File: src/rtl/reset_seq_pkg.sv
// Shared types and helpers for the reset sequencer and its interface.
package reset_seq_pkg;

  typedef enum logic [1:0] {
    HOLD    = 2'd0,
    STRETCH = 2'd1,
    RELEASE = 2'd2,
    RUNNING = 2'd3
  } seq_state_t;

  // The counter only ever needs to reach the larger of the two intervals.
  function automatic int cnt_width(input int stretch, input int step);
    return $clog2(((stretch > step) ? stretch : step) + 1);
  endfunction

endpackage

File: src/rtl/reset_sequencer_if.sv
// Soft-reset request plus the sequenced reset/status outputs of one clock domain.
interface reset_sequencer_if
  import reset_seq_pkg::*;
#(
  parameter int NUM_CHANNELS = 4
);
  logic                    soft_reset_req;
  logic                    sync_reset_out;
  logic [NUM_CHANNELS-1:0] channel_reset_n_out;
  logic                    reset_done;
  seq_state_t              seq_state_out;

  modport master (
    input  soft_reset_req,
    output sync_reset_out, channel_reset_n_out, reset_done, seq_state_out
  );

  modport slave (
    output soft_reset_req,
    input  sync_reset_out, channel_reset_n_out, reset_done, seq_state_out
  );
endinterface

File: src/rtl/reset_sync_chain.sv
// Asynchronous-assert / synchronous-deassert reset synchroniser.
module reset_sync_chain #(
  parameter int SYNC_STAGES = 2
) (
  input  logic clock_domain,
  input  logic async_reset_in,
  output logic sync_reset_out,
  output logic sync_next_out
);
  logic [SYNC_STAGES-1:0] stage_q, stage_d;

  genvar gi;
  generate
    for (gi = 0; gi < SYNC_STAGES; gi++) begin : g_stage
      if (gi == 0) begin : g_first
        assign stage_d[gi] = 1'b1;
      end else begin : g_rest
        assign stage_d[gi] = stage_q[gi-1];
      end
    end
  endgenerate

  always_ff @(posedge clock_domain or negedge async_reset_in) begin
    if (!async_reset_in) stage_q <= '0;
    else                 stage_q <= stage_d;
  end

  assign sync_reset_out = stage_q[SYNC_STAGES-1];
  // Value the last stage will take on the coming edge; lets the FSM leave HOLD on that same edge.
  assign sync_next_out  = stage_d[SYNC_STAGES-1];
endmodule

File: src/rtl/reset_sequencer.sv
// Root reset controller: synchronise, stretch, then release channels one by one.
module reset_sequencer
  import reset_seq_pkg::*;
#(
  parameter int SYNC_STAGES    = 2,
  parameter int NUM_CHANNELS   = 4,
  parameter int STRETCH_CYCLES = 16,
  parameter int STEP_CYCLES    = 8,
  parameter int RELEASE_ORDER  = 0
) (
  input logic              clock_domain,
  input logic              async_reset_in,
  reset_sequencer_if.master bus
);
  localparam int CNT_W = cnt_width(STRETCH_CYCLES, STEP_CYCLES);
  localparam int IDX_W = $clog2(NUM_CHANNELS) + 1;

  generate
    if (SYNC_STAGES < 2)    begin : g_bad_sync   $error("SYNC_STAGES must be >= 2");    end
    if (NUM_CHANNELS < 1)   begin : g_bad_chan   $error("NUM_CHANNELS must be >= 1");   end
    if (STRETCH_CYCLES < 1) begin : g_bad_str    $error("STRETCH_CYCLES must be >= 1"); end
    if (STEP_CYCLES < 1)    begin : g_bad_step   $error("STEP_CYCLES must be >= 1");    end
    if (RELEASE_ORDER != 0 && RELEASE_ORDER != 1) begin : g_bad_order
      $error("RELEASE_ORDER must be 0 or 1");
    end
  endgenerate

  seq_state_t              state_q, state_d;
  logic [CNT_W-1:0]        cnt_q, cnt_d;
  logic [IDX_W-1:0]        idx_q, idx_d;
  logic [NUM_CHANNELS-1:0] chan_q, chan_d, release_mask;
  logic                    done_q, done_d;
  logic                    soft_q, soft_d;
  logic                    sync_out, sync_next;

  reset_sync_chain #(.SYNC_STAGES(SYNC_STAGES)) u_sync (
    .clock_domain   (clock_domain),
    .async_reset_in (async_reset_in),
    .sync_reset_out (sync_out),
    .sync_next_out  (sync_next)
  );

  // Position idx_q in the release order maps to one output bit.
  genvar gi;
  generate
    for (gi = 0; gi < NUM_CHANNELS; gi++) begin : g_map
      localparam int POS = (RELEASE_ORDER == 1) ? (NUM_CHANNELS - 1 - gi) : gi;
      assign release_mask[gi] = (idx_q == IDX_W'(POS));
    end
  endgenerate

  always_comb begin
    state_d = state_q;
    cnt_d   = cnt_q;
    idx_d   = idx_q;
    chan_d  = chan_q;
    done_d  = done_q;
    soft_d  = bus.soft_reset_req;
    if (soft_q && state_q != HOLD) begin
      state_d = STRETCH;
      cnt_d   = '0;
      idx_d   = '0;
      chan_d  = '0;
      done_d  = 1'b0;
    end else begin
      case (state_q)
        HOLD: begin
          if (sync_next) begin
            state_d = STRETCH;
            cnt_d   = '0;
          end
        end
        STRETCH, RELEASE: begin
          if ((state_q == STRETCH && cnt_q == CNT_W'(STRETCH_CYCLES - 1)) ||
              (state_q == RELEASE && cnt_q == CNT_W'(STEP_CYCLES - 1))) begin
            chan_d = chan_q | release_mask;
            idx_d  = idx_q + IDX_W'(1);
            cnt_d  = '0;
            if (idx_q == IDX_W'(NUM_CHANNELS - 1)) begin
              state_d = RUNNING;
              done_d  = 1'b1;
            end else begin
              state_d = RELEASE;
            end
          end else begin
            cnt_d = cnt_q + CNT_W'(1);
          end
        end
        RUNNING: ;
        default: state_d = HOLD;
      endcase
    end
  end

  always_ff @(posedge clock_domain or negedge async_reset_in) begin
    if (!async_reset_in) begin
      state_q <= HOLD;
      cnt_q   <= '0;
      idx_q   <= '0;
      chan_q  <= '0;
      done_q  <= 1'b0;
      soft_q  <= 1'b0;
    end else begin
      state_q <= state_d;
      cnt_q   <= cnt_d;
      idx_q   <= idx_d;
      chan_q  <= chan_d;
      done_q  <= done_d;
      soft_q  <= soft_d;
    end
  end

  assign bus.sync_reset_out      = sync_out;
  assign bus.channel_reset_n_out = chan_q;
  assign bus.reset_done          = done_q;
  assign bus.seq_state_out       = state_q;
endmodule

File: src/flat_wrapper.sv
// flat-port wrapper written by rule: the top's interface ports become plain ports
module reset_sequencer_flat import reset_seq_pkg::*;
#(
  parameter int SYNC_STAGES    = 2,
  parameter int NUM_CHANNELS   = 4,
  parameter int STRETCH_CYCLES = 16,
  parameter int STEP_CYCLES    = 8,
  parameter int RELEASE_ORDER  = 0
)
  (clock_domain, async_reset_in, bus_soft_reset_req, bus_sync_reset_out, bus_channel_reset_n_out, bus_reset_done, bus_seq_state_out);
  reset_sequencer_if #(.NUM_CHANNELS(NUM_CHANNELS)) bus_i ();
  input logic clock_domain;
  input logic async_reset_in;
  input wire logic [$bits(bus_i.soft_reset_req)-1:0] bus_soft_reset_req;
  output wire logic [$bits(bus_i.sync_reset_out)-1:0] bus_sync_reset_out;
  output wire logic [$bits(bus_i.channel_reset_n_out)-1:0] bus_channel_reset_n_out;
  output wire logic [$bits(bus_i.reset_done)-1:0] bus_reset_done;
  output wire logic [$bits(bus_i.seq_state_out)-1:0] bus_seq_state_out;
  assign bus_i.soft_reset_req = bus_soft_reset_req;
  assign bus_sync_reset_out = bus_i.sync_reset_out;
  assign bus_channel_reset_n_out = bus_i.channel_reset_n_out;
  assign bus_reset_done = bus_i.reset_done;
  assign bus_seq_state_out = bus_i.seq_state_out;
  reset_sequencer #(.SYNC_STAGES(SYNC_STAGES), .NUM_CHANNELS(NUM_CHANNELS), .STRETCH_CYCLES(STRETCH_CYCLES), .STEP_CYCLES(STEP_CYCLES), .RELEASE_ORDER(RELEASE_ORDER)) u_core (.clock_domain(clock_domain), .async_reset_in(async_reset_in), .bus(bus_i));
endmodule
File: config.mk
export PLATFORM = sky130hd
export DESIGN_NAME = reset_sequencer_flat
export DESIGN_NICKNAME = d
export VERILOG_FILES = /design/src/rtl/reset_seq_pkg.sv /design/src/rtl/reset_sequencer_if.sv /design/src/rtl/reset_sync_chain.sv /design/src/rtl/reset_sequencer.sv /design/src/flat_wrapper.sv
export SDC_FILE = /design/constraint.sdc
export NUM_CORES = 1
export LEC_CHECK = 0
export CAP_MARGIN = 5
export CORE_AREA = 4 4 49 51
export CTS_BUF_LIST = sky130_fd_sc_hd__clkbuf_4 sky130_fd_sc_hd__clkbuf_8 sky130_fd_sc_hd__clkbuf_16
export CTS_CLUSTER_SIZE = 14
export DETAILED_ROUTE_END_ITERATION = 8
export DIE_AREA = 0 0 53 55
export GPL_TIMING_DRIVEN = 0
export HOLD_SLACK_MARGIN = 0.05
export PLACE_DENSITY = 0.73
export RECOVER_POWER = 25
export SLEW_MARGIN = 20
export SYNTH_ARGS = -nofsm -noshare
export SYNTH_HDL_FRONTEND = slang
export SYNTH_HIERARCHICAL = 1
export SYNTH_SLANG_ARGS = --single-unit
File: constraint.sdc
create_clock -name clock_domain -period 2.58 [get_ports clock_domain]
set_input_delay 0.387 -clock clock_domain [delete_from_list [all_inputs] [get_ports clock_domain]]
set_output_delay 0.387 -clock clock_domain [all_outputs]
set_load 0.005 [all_outputs]
Word level (Yosys, flattened, before mapping)
Cells that the tools add are included.
{ "totals": {"regBits": 18, "latchBits": 0, "ramBits": 0, "mem_bits_ro": 0, "in_bits": 3, "out_inout_bits": 8, "wordCells": 54, "n_memories": 0} }
{ "classes": {"add_sub_neg": 2, "multipliers": 0, "div": 0, "magnitude_cmp": 0, "eq_ne": 9, "shift": 0, "n_mux": 19, "bitwise_logic": 1, "n_reduce_logical": 16} }
{ "ops": {"columns": ["op", "n"], "rows": [
  ["$mux 5", 3],
  ["$mux 4", 3],
  ["$pmux 5 s2", 1],
  ["$mux 3", 3],
  ["$reduce_bool 2->1", 4],
  ["$eq 3x2->1 const B", 2],
  ["$mux 2", 3],
  ["$reduce_and 3->1", 2],
  ["$add 5x1->5 const B", 1],
  ["$eq 5x3->1 const B", 1],
  ["$eq 5x4->1 const B", 1],
  ["$mux 1", 5],
  ["$or 4x4->4", 1],
  ["$pmux 2 s2", 1],
  ["$reduce_and 2->1", 2],
  ["$add 3x1->3 const B", 1],
  ["$eq 3x1->1 const B", 1],
  ["$logic_and 1x1->1", 3],
  ["$logic_not 3->1", 1],
  ["$ne 3x1->1 const B", 1],
  ["$ne 3x2->1 const B", 1],
  ["$reduce_bool 3->1", 1],
  ["$eq 2x1->1 const B", 1],
  ["$eq 2x2->1 const B", 1],
  ["other kinds (3)", 3]
]} }

Depth between registers and ports, before layout
Gate-level depths: netlist of the first run.
{ "depth": {"ltp_word": 6, "depth_mapped": 7, "mapped_depth_nobuf": 7} }

Hierarchy
Netlist of the first run, hierarchy kept.
{ "by_module_without_submodules": {"columns": ["mod", "instances", "cells_each", "area_each_um2", "seq_area_each_um2"], "rows": [
  ["reset_sequencer", 1, 87, 885.8, 400.4],
  ["reset_sync_chain", 1, 3, 53.8, 50.0]
]} }

Least setup slack after synthesis of the first run
Ideal clock, no wire load.
{ "synth_path": {"path_type": "register to register", "start": "register u_core.cnt_q[0]", "end": "register u_core.cnt_q[3]", "setup_ps": 75, "t_arrival_ps": 1653, "required_time_ps": 2505, "path_slack_ps": 853, "stages_incl_launch_ff": 8, "path_buffers": 0, "period_less_slack_ps": 1727, "cell_sequence": "dfrtp_1 > ha_1 > and3_1 > ha_1 > nand2_1 > o21ai_2 > or3_4 > o2bb2ai_2"} }
{ "synth_via": {"elab_chain_cells": 6, "elab_cells_between_ends": 9, "classes_between": "1 x add/sub; 2 x eq/ne; 3 x mux; 3 x reduce/logical"} }
{ "synth_rtl": {"columns": ["item", "line_no", "text"], "rows": [
  ["start, declared", "reset_sequencer.sv:29", "logic [CNT_W-1:0] cnt_q, cnt_d;"],
  ["start signal, assigned", "reset_sequencer.sv:105", "cnt_q <= cnt_d;"],
  ["branches (longest 3 deep; another with $add 5x1->5)", null, null],
  ["$mux 5 *", "reset_sequencer.sv:74", "if ((state_q == STRETCH && cnt_q == CNT_W'(STRETCH_CYCLES - 1)) ||"],
  ["$pmux 5 s2 *", "reset_sequencer.sv:66", "case (state_q)"],
  ["$mux 5 *", "reset_sequencer.sv:59", "if (soft_q && state_q != HOLD) begin"]
]} }
Mark *: on every way between the ends.
A chain may end at the register's enable or synchronous reset.

Worst setup path in the final report of the first run
Same ends and word-level chain as after synthesis.

==> run summary, run 1 <==
Overflow after GRT = 0
Min Tclk post-route = 1.88 ns
Post-synthesis cell area = 940 um2
Starting Density = 48.4%
Clock transition at the registers of the reported paths = 0.11 ns
Num CTS Buffers = 3
Max Fclk = 0.532 GHz
Area grow syn2layout = 18.1%
Vias in the first global route = 697
Most numerous cell in the Yosys netlist = dfrtp_1
Clock Latency Late Sink = 0.29 ns
Synthesized Nets = 103
Ant diodes = 0
CP max stage delay = 0.43 ns
Cell taking the most area after synthesis = dfrtp_1
Std cell rows = 16
First-pass GRT wire length = 2910 um
Crit path required time = 2.81 ns
CTS Sinks = 18
Worst setup SP type = flip-flop
Worst path cell trace = ha_1 > and3_1 > ha_1 > nand2_1 > o21ai_2 > or3_4 > o2bb2ai_2
Async S/R FF share, synth = 100%
RD Place Congestion = 0.764
Hold Crit Class = reg -> reg
Post-synth top area share = 47.9%
Synth cell count leaders = dfrtp_1 (18), nand2_1 (17), ha_1 (10)
Status = completed
Share of layout cells above drive strength 1 = 8.65%
Fillcell total = 183
Critical Path Sink Type = flip-flop
Top cells by area, synth = dfrtp_1 (48%), ha_1 (13%), nand2_1 (6.8%), mux2i_1 (3.2%), o21a_1 (3.2%)
Pre-antenna DRT Iters = 4
Fin crit share = 72.8%
Setup TNS = 0 ns
CP max stage cell = or3_4
Skew final = 0.00577 ns
Fin. max-slew vios = 0
CTS Buffer Depth = 2
Area occupied by multi-input gates = 455 um2
YS warnings = 6
Die Y = 55 um
Hpwl dp = 1220 um
Seq/Total Area, Yosys = 47.9%
CTS resizes = 0
Vias/cell = 5.08
Register area = 450 um2
Crit path max fanout = 6
Floorplan core area = 1940 um2
Final ANT Viol Nets = 0
Synth unique cells = 23
H-tree lvl count = 1
Relative slew slack = 47.3%
DRT iter0 DRCs = 12
Chip Width = 53 um
Largest net degree at the start of global routing = 19
DRC Markers = 0
Least-Margin Pin Slew = 0.788 ns
Top Ports = 11
Avg Cell Area, Syn = 10.4 um2
RSZ-0062 raised after global routing = false
Drt wl/cell = 12.4 um
Worst endpoint data arrival time = 2.11 ns
CTS tree = built
Peak supply drop = 0.000430 V
Total Wirelength = 1620 um
Post-synth EDFFs = 0
Final Hold Fails = 0
Root buf cell = clkbuf_4
Setup Fix Bufs, Post-CTS = 0
Initial antenna violation count = 0
Cell area power density = 450 nW/um2
Main synth FF type = dfrtp_1
Leak = 0.521 nW
Register bit total from synthesis = 18
Hold-fix buffers, CTS = 0
Min Hold Slack = 0.400 ns
Post-Syn Instances = 90
Vias post-DR = 665
Total Routing Usage GR = 14.0%
Critical Path Most Common Cell = ha_1
Final nets = 118
Full die area = 2920 um2
Maxcap violations = 0
Port Buffer Count = 10
Setup-failing EPs final = 0
Crit Path Class = reg -> reg
[registers in the layout, indices dropped and copies added (netlist names)]
name and flops:
u_core/cnt_q 5, u_core/bus.channel_reset_n_out 4, u_core/idx_q 3, u_core/bus.seq_state_out 2, u_core/u_sync/stage_q 2, u_core/bus.reset_done 1, u_core/soft_q 1
[through the flow]
| step | cell area, um2 | setup slack [ns] | total power [mW] | utilization, % | std cells |
|---|---|---|---|---|---|
| after floorplan | 940 | 0.853 | 0.316 | - | 90 |
| after global placement | 1070 | 0.757 | 0.329 | 55.3 | 127 |
| after detailed placement | 1070 | 0.725 | 0.330 | 55.3 | 127 |
| after CTS | 1110 | 0.696 | 0.502 | 57.2 | 131 |
| after global routing | 1110 | 0.569 | 0.519 | 57.2 | 131 |
| final | 1110 | 0.701 | 0.499 | 57.2 | 131 |
[cell usage in the layout (no fill, tap or decap), drive strengths merged]
cell / instances
dfrtp: 18
nand2: 17
ha: 10
clkdlybuf4s50: 8
o21ai: 7
inv: 6
clkbuf: 5
nand2b: 4
nand3: 4
o21a: 4
and3: 3
o31ai: 3
mux2i: 3
dlygate4sd3: 2
o2bb2ai: 2
nand4b: 1
buf: 1
nor2: 1
a31oi: 1
o32a: 1
or3: 1
a22oi: 1
conb: 1
[report_power, final]
group	internal (mW)	switching [mW]
Sequential	0.288	0.00490
Clock	0.0860	0.0899
Combinational	0.0122	0.0175
[cells by family after synthesis]
kind of cell	Yosys count	synth area share (%)
AND/OR/NAND/NOR	31	16.1
AO/OA/AOI/OAI	19	15.4
flip-flops	18	47.9
adder cells (fa/ha/maj)	10	13.3
buffers and inverters	8	3.59
multiplexers	3	3.20
other	1	0.399
[final timing paths]
kind                                           from                  endpoint  slack [ns]  depth (start not counted)
max in group asynchronous            async_reset_in           u_core/idx_q[0]        1.48                          1
min in group asynchronous            async_reset_in           u_core/cnt_q[4]        0.60                          1
min reg2reg                u_core/u_sync/stage_q[0]  u_core/u_sync/stage_q[1]        0.40                          0
min                        u_core/u_sync/stage_q[0]  u_core/u_sync/stage_q[1]        0.40                          0
max reg2reg                         u_core/cnt_q[0]           u_core/cnt_q[3]        0.70                          7
max                                 u_core/cnt_q[0]           u_core/cnt_q[3]        0.70                          7
[metal layers]
layer,up-vias,share of wire (%),GRT usage [%],wire (um)
met3,4,3.6,3.49,58
met5,-,0,0,0
li1,340,-,-,-
met4,0,2.0,8.51,32
met1,312,48,17.6,773
met2,9,47,21.7,756
[cell type report]
class	instances	share of cell area [%]
inverters	6	2.03
clock buffers	4	3.27
repair buffers	10	9.02
plain buffers	2	1.01
multi-input cells	64	41.0
well taps	27	3.04
flip-flops and latches	18	40.6
[critical path: cells and delay by family, from the launching register on]
kind	cells	cell delay (ns)
flops	1	0.42
fa+ha+maj	2	0.43
simple gates	3	0.73
compound gates	2	0.25
Power figures use the tool's default switching activity.
==> inputs of run 2 (changes only) <==
--- a/config.mk
+++ b/config.mk
@@ -6,11 +6,11 @@
 export NUM_CORES = 1
 export LEC_CHECK = 0
 export CAP_MARGIN = 5
-export CORE_AREA = 4 4 49 51
+export CORE_AREA = 4 4 50 52
 export CTS_BUF_LIST = sky130_fd_sc_hd__clkbuf_4 sky130_fd_sc_hd__clkbuf_8 sky130_fd_sc_hd__clkbuf_16
 export CTS_CLUSTER_SIZE = 14
 export DETAILED_ROUTE_END_ITERATION = 8
-export DIE_AREA = 0 0 53 55
+export DIE_AREA = 0 0 54 56
 export GPL_TIMING_DRIVEN = 0
 export HOLD_SLACK_MARGIN = 0.05
 export PLACE_DENSITY = 0.73
==> constraint.sdc (replaced) <==
create_clock -name clock_domain -period 1.6 [get_ports clock_domain]
set_input_delay 0.24 -clock clock_domain [delete_from_list [all_inputs] [get_ports clock_domain]]
set_output_delay 0.24 -clock clock_domain [all_outputs]
set_load 0.005 [all_outputs]
==> run summary, run 2 (synthesis results as in run 1) <==
Status = finished with violations
Failing checks = negative setup slack
Peak supply drop = 0.000612 V (+42%)
PnR worst setup slack = -0.0709 ns (-0.772 ns)
Min Hold Slack = 0.416 ns (+0.0159 ns)
Most frequent cells in the layout = dfrtp_1 (18), nand2_1 (14), buf_4 (9), clkdlybuf4s50_1 (7), ha_1 (7)
Ant diodes = 0 (unchanged)
Maxcap violations = 0 (unchanged)
Cell area power density = 645 nW/um2 (+44%)
Port Buffer Count = 10 (unchanged)
Leak = 0.577 nW (+11%)
Num CTS Buffers = 3 (unchanged)
Place WS = -0.135 ns (-0.860 ns)
Comb power frac = 9.2% (+3.2 points)
Full die area = 3020 um2 (+3.7%)
Reg power frac = 57.3% (-1.5 points)
Largest register FFs = 5 (unchanged)
Vias/cell = 5.26 (+3.5%)
Total Routing Usage GR = 14.9% (+0.89 points)
Relative slew slack = 45.0% (-2.3 points)
Largest net degree at the start of global routing = 19 (unchanged)
Crit Path Class = reg -> reg
Starting Density = 44.6% (-3.8 points)
Final ANT Viol Nets = 0 (unchanged)
Top Ports = 11 (unchanged)
Std cell rows = 17 (+1)
Floorplan core area = 2110 um2 (+8.4%)
Register area = 450 um2 (unchanged)
Total Wirelength = 2060 um (+27%)
Pre-antenna DRT Iters = 4 (unchanged)
Final Hold Fails = 0 (unchanged)
Fin. max-slew vios = 0 (unchanged)
Psw = 186 uW (+66%)
Hpwl dp = 1350 um (+10%)
Drt wl/cell = 14.6 um (+18%)
Area grow syn2layout = 36.6%
Commonest non-fill, non-tap cell in the layout = dfrtp_1
Util after Layout = 61.0% (+3.8 points)
Setup-failing EPs final = 7 (+7)
Skew final = 0.00175 ns (-0.00402 ns)
Max Fclk = 0.598 GHz (+12%)
Worst endpoint data arrival time = 1.86 ns (-0.25 ns)
DRC Markers = 0 (unchanged)
Worst setup SP type = flip-flop
First-pass GRT wire length = 3330 um (+14%)
CTS Sinks = 18 (unchanged)
Crit path required time = 1.79 ns (-1.02 ns)
H-tree lvl count = 1 (unchanged)
Vias in the first global route = 748 (+7.3%)
Sw Ratio = 22.5% (about the same)
Die Y = 56 um (+1.8%)
Root buf cell = clkbuf_4
Share of layout cells above drive strength 1 = 30.1% (+21 points)
Most flop-heavy register = u_core/cnt_q
Area occupied by multi-input gates = 547 um2 (+20%)
Min Tclk post-route = 1.67 ns (-0.208 ns)
CTS tree = built
Internal = 642 uW (+66%)
Fin crit share = 104% (+32 points)
Final nets = 127 (+7.6%)
Hold Crit Class = reg -> reg
RSZ-0062 raised after global routing = true
Initial antenna violation count = 0 (unchanged)
Clk network pwr share = 33.5% (-1.8 points)
Clock transition at the registers of the reported paths = 0.10 ns (about the same)
Crit path max fanout = 5 (-1)
Hold-fix buffers, CTS = 0 (unchanged)
RD Place Congestion = 0.758 (-0.84%)
Critical Path Sink Type = flip-flop
Overflow after GRT = 0 (unchanged)
DRT iter0 DRCs = 15 (+3)
CTS Buffer Depth = 2 (unchanged)
Vias post-DR = 741 (+11%)
Fillcell total = 175 (-4.4%)
Chip Width = 54 um (+1.9%)
Clock Latency Late Sink = 0.29 ns (about the same)
Least-Margin Pin Slew = 0.822 ns (+0.0338 ns)
-- run 2: cell count changes in the layout (fill, tap and decap cells not counted), moves of 3 or more --
| cell | before | now |
|---|---|---|
| o21ai_0 | 4 | 0 |
| buf_4 | 1 | 9 |
| nand2_1 | 17 | 14 |
| ha_4 | 0 | 3 |
| ha_1 | 10 | 7 |
-- run 2: critical path, stage by stage, from the launching register on --
cell and delay (ns):
dfrtp_1 0.42, ha_4 0.18, and3_4 0.18, ha_4 0.16
nand2_4 0.08, o21ai_4 0.07, buf_6 0.13, and3_4 0.17
o21a_1 0.18
-- run 2: stage by stage --
stage	TNS [ns]	instances	cell area [um2]	total power, mW
2_1_floorplan	0	90	955	0.510
3_3_place_gp	-0.596	128	1090	0.532
3_5_place_dp	-1.20	128	1090	0.534
4_1_cts	-0.447	137	1220	0.825
5_1_grt	-0.653	141	1280	0.868
6_report	-0.295	141	1280	0.828
-- run 2: final timing paths --
check                                                     to  cells after the start                startpoint  slack (ns)
max                        u_core/bus.channel_reset_n_out[3]                      8           u_core/cnt_q[1]       -0.07
min                                 u_core/u_sync/stage_q[1]                      0  u_core/u_sync/stage_q[0]        0.42
max reg2reg                u_core/bus.channel_reset_n_out[3]                      8           u_core/cnt_q[1]       -0.07
min reg2reg                         u_core/u_sync/stage_q[1]                      0  u_core/u_sync/stage_q[0]        0.42
max in group asynchronous           u_core/u_sync/stage_q[1]                      1            async_reset_in        0.61
min in group asynchronous        u_core/bus.seq_state_out[1]                      1            async_reset_in        0.48
-- run 2: per-layer routing --
metal	global-route usage [%]	part of all wire, %	vias to the layer above
met5	0	0	-
met4	5.69	1.3	0
met2	25.4	54	17
li1	-	-	356
met1	17.4	41	364
met3	3.22	3.4	4
-- run 2: cell type report --
| cell class | count | share of cell area [%] |
|---|---|---|
| inverters | 6 | 1.75 |
| well taps | 28 | 2.73 |
| flip-flops and latches | 18 | 35.1 |
| repair buffers | 20 | 14.1 |
| plain buffers | 1 | 0.877 |
| multi-input cells | 64 | 42.6 |
| clock buffers | 4 | 2.83 |
-- run 2: power groups by stage --
stage          registers (mW)  logic, mW  clock network (mW)
4_1_cts                 0.475     0.0640               0.286
3_3_place_gp            0.482     0.0501                   0
5_1_grt                 0.476     0.0831               0.308
3_5_place_dp            0.483     0.0516                   0
2_1_floorplan           0.481     0.0290                   0
6_report                0.475     0.0759               0.277
-- run 2: what timing repair did --
action                                  4_1_cts  5_1_grt
resized for setup                            14       12
buffers inserted                              5        5
endpoints found under the setup margin       14       15
pin swaps                                     6        5
==> inputs of run 3 (changes only) <==
==> constraint.sdc (replaced) <==
create_clock -name clock_domain -period 1.6 [get_ports clock_domain]
set_input_delay 0.24 -clock clock_domain [delete_from_list [all_inputs] [get_ports clock_domain]]
set_output_delay 0.24 -clock clock_domain [all_outputs]
set_load 0.02 [all_outputs]
==> run summary, run 3 (synthesis results as in run 1) <==
Placed Cells = 128 (unchanged)
Top Ports = 11 (unchanged)
Final ANT Viol Nets = 0 (unchanged)
Root buf cell = clkbuf_4
PnR worst setup slack = -0.0650 ns (+0.00587 ns)
Area grow syn2layout = 41.8%
Largest register FFs = 5 (unchanged)
H-tree lvl count = 1 (unchanged)
RD Place Congestion = 0.754 (-0.53%)
Fin. max-slew vios = 0 (unchanged)
Peak supply drop = 0.000439 V (-28%)
Setup-failing EPs final = 8 (+1)
Worst R2R Start = u_core/cnt_q[0]
CP max stage delay = 0.40 ns (-0.02 ns)
Max Fclk = 0.601 GHz (+0.35%)
Cell area power density = 615 nW/um2 (-4.7%)
Hold Crit Class = reg -> reg
Placed inst area = 1090 um2 (+0.46%)
Hpwl dp = 1300 um (-3.5%)
Critical Path Sink Type = flip-flop
DRT iter0 DRCs = 12 (-3)
Vias post-DR = 732 (-1.2%)
Initial antenna violation count = 0 (unchanged)
Crit path max fanout = 4 (-1)
Skew final = 0.00508 ns (+0.00334 ns)
Fin crit share = 104% (-0.37 points)
Least-Margin Pin Slew = 0.821 ns (-0.00159 ns)
Commonest non-fill, non-tap cell in the layout = dfrtp_1
Final instance area = 1330 um2 (+3.8%)
Clock Latency Late Sink = 0.28 ns (about the same)
Worst endpoint data arrival time = 1.84 ns (-0.02 ns)
Relative slew slack = 45.1% (+0.11 points)
Worst path cell trace = ha_2 > and3_4 > ha_4 > nand2_4 > o21ai_4 > buf_6 > and3_4 > o21a_1
Util after Layout = 63.3% (+2.3 points)
Area occupied by multi-input gates = 589 um2 (+7.8%)
Most flop-heavy register = u_core/cnt_q
Worst setup SP type = flip-flop
Vias in the first global route = 703 (-6.0%)
Min Hold Slack = 0.398 ns (-0.0186 ns)
Failing checks = negative setup slack
Place WS = -0.124 ns (+0.0111 ns)
Ant diodes = 0 (unchanged)
Starting Density = 44.6% (unchanged)
Clock transition at the registers of the reported paths = 0.10 ns (about the same)
Crit Path Class = reg -> reg
Hold-fix buffers, CTS = 0 (unchanged)
CTS tree = built
Vias/cell = 5.19 (-1.2%)
Critical Path Sink = u_core/bus.reset_done
Most frequent cells in the layout = dfrtp_1 (16), nand2_1 (13), clkdlybuf4s50_1 (7), buf_4 (7), ha_1 (6)
Register area = 453 um2 (+0.56%)
Overflow after GRT = 0 (unchanged)
Total Wirelength = 1920 um (-6.6%)
Final nets = 127 (unchanged)
Maxcap violations = 0 (unchanged)
DRC Markers = 0 (unchanged)
Final Hold Fails = 0 (unchanged)
Min Tclk post-route = 1.67 ns (-0.00587 ns)
Leak = 0.581 nW (+0.83%)
Num CTS Buffers = 3 (unchanged)
Worst setup startpoint = u_core/cnt_q[0]
Full die area = 3020 um2 (unchanged)
Port Buffer Count = 10 (unchanged)
CTS Sinks = 18 (unchanged)
Final cell count without fillers = 141 (unchanged)
CTS Buffer Depth = 2 (unchanged)
Drt wl/cell = 13.6 um (-6.6%)
Reg2Reg Setup Slack = -0.07 ns (about the same)
Crit path required time = 1.78 ns (about the same)
Status = finished with violations
RR Endpoint = u_core/bus.reset_done
Pre-antenna DRT Iters = 4 (unchanged)
Die Y = 56 um (unchanged)
Critical Path Most Common Cell = and3_4
Chip Width = 54 um (unchanged)
First-pass GRT wire length = 2990 um (-10%)
Std cell rows = 17 (unchanged)
Fillcell total = 157 (-10%)
Largest net degree at the start of global routing = 19 (unchanged)
CP max stage cell = dfrtp_1
RSZ-0062 raised after global routing = true
Reg2Reg Depth = 8 (unchanged)
Total Routing Usage GR = 13.3% (-1.6 points)
Floorplan core area = 2110 um2 (unchanged)
Share of layout cells above drive strength 1 = 38.1% (+8.0 points)
-- run 3: timing repair --
action	in CTS	in global routing
setup endpoints to repair	13	16
cloned	0	0
gates resized for setup	11	23
pin swaps	5	7
setup buffers	6	3
-- run 3: critical path, delay by kind of cell (launching register included) --
| kind | cells | cell delay (ns) |
|---|---|---|
| and+or+nand+nor | 3 | 0.42 |
| DFF | 1 | 0.40 |
| adders and majority gates | 2 | 0.36 |
| AOI/OAI and AO/OA | 2 | 0.24 |
| buffers and inverters | 1 | 0.13 |
-- run 3: power breakdown --
group | switching (mW) | leakage (nW) | internal (mW)
Combinational | 0.0394 | 0.326 | 0.0373
Sequential | 0.00870 | 0.235 | 0.465
Clock | 0.131 | 0.0210 | 0.138
Total | 0.179 | 0.581 | 0.641
-- run 3: routing by layer --
layer  vias to the layer above  global-route usage (%)  part of all wire [%]
met2                         5                    22.1                    54
met1                       371                    15.7                    42
met4                         0                    5.34                  0.78
met5                         -                       0                     0
li1                        354                       -                     -
met3                         2                    3.22                   2.3
-- run 3: cell type report --
type,count,share of cell area (%)
plain buffers,2,1.22
clock buffers,4,2.72
inverters,6,1.88
multi-input cells,64,44.2
flip-flops and latches,18,34.0
well taps,28,2.63
repair buffers,19,13.3
-- run 3: worst min path at each step --
stage | from | endpoint | slack [ns] | cells after the start
2_1_floorplan | async_reset_in | u_core/bus.channel_reset_n_out[0] | -0.06 | 0
3_3_place_gp | u_core/u_sync/stage_q[0] | u_core/u_sync/stage_q[1] | 0.36 | 0
3_5_place_dp | u_core/u_sync/stage_q[0] | u_core/u_sync/stage_q[1] | 0.37 | 0
4_1_cts | bus_soft_reset_req | u_core/soft_q | 0.38 | 1
5_1_grt | u_core/u_sync/stage_q[0] | u_core/u_sync/stage_q[1] | 0.43 | 0
6_report | u_core/u_sync/stage_q[0] | u_core/u_sync/stage_q[1] | 0.40 | 0
-- run 3: stage by stage --
stage / total power [mW] / setup TNS, ns
after detailed placement: 0.535 / -0.954
after global placement: 0.534 / -0.526
after CTS: 0.821 / -0.480
final: 0.820 / -0.381
after floorplan: 0.511 / -0.0249
after global routing: 0.869 / -1.12
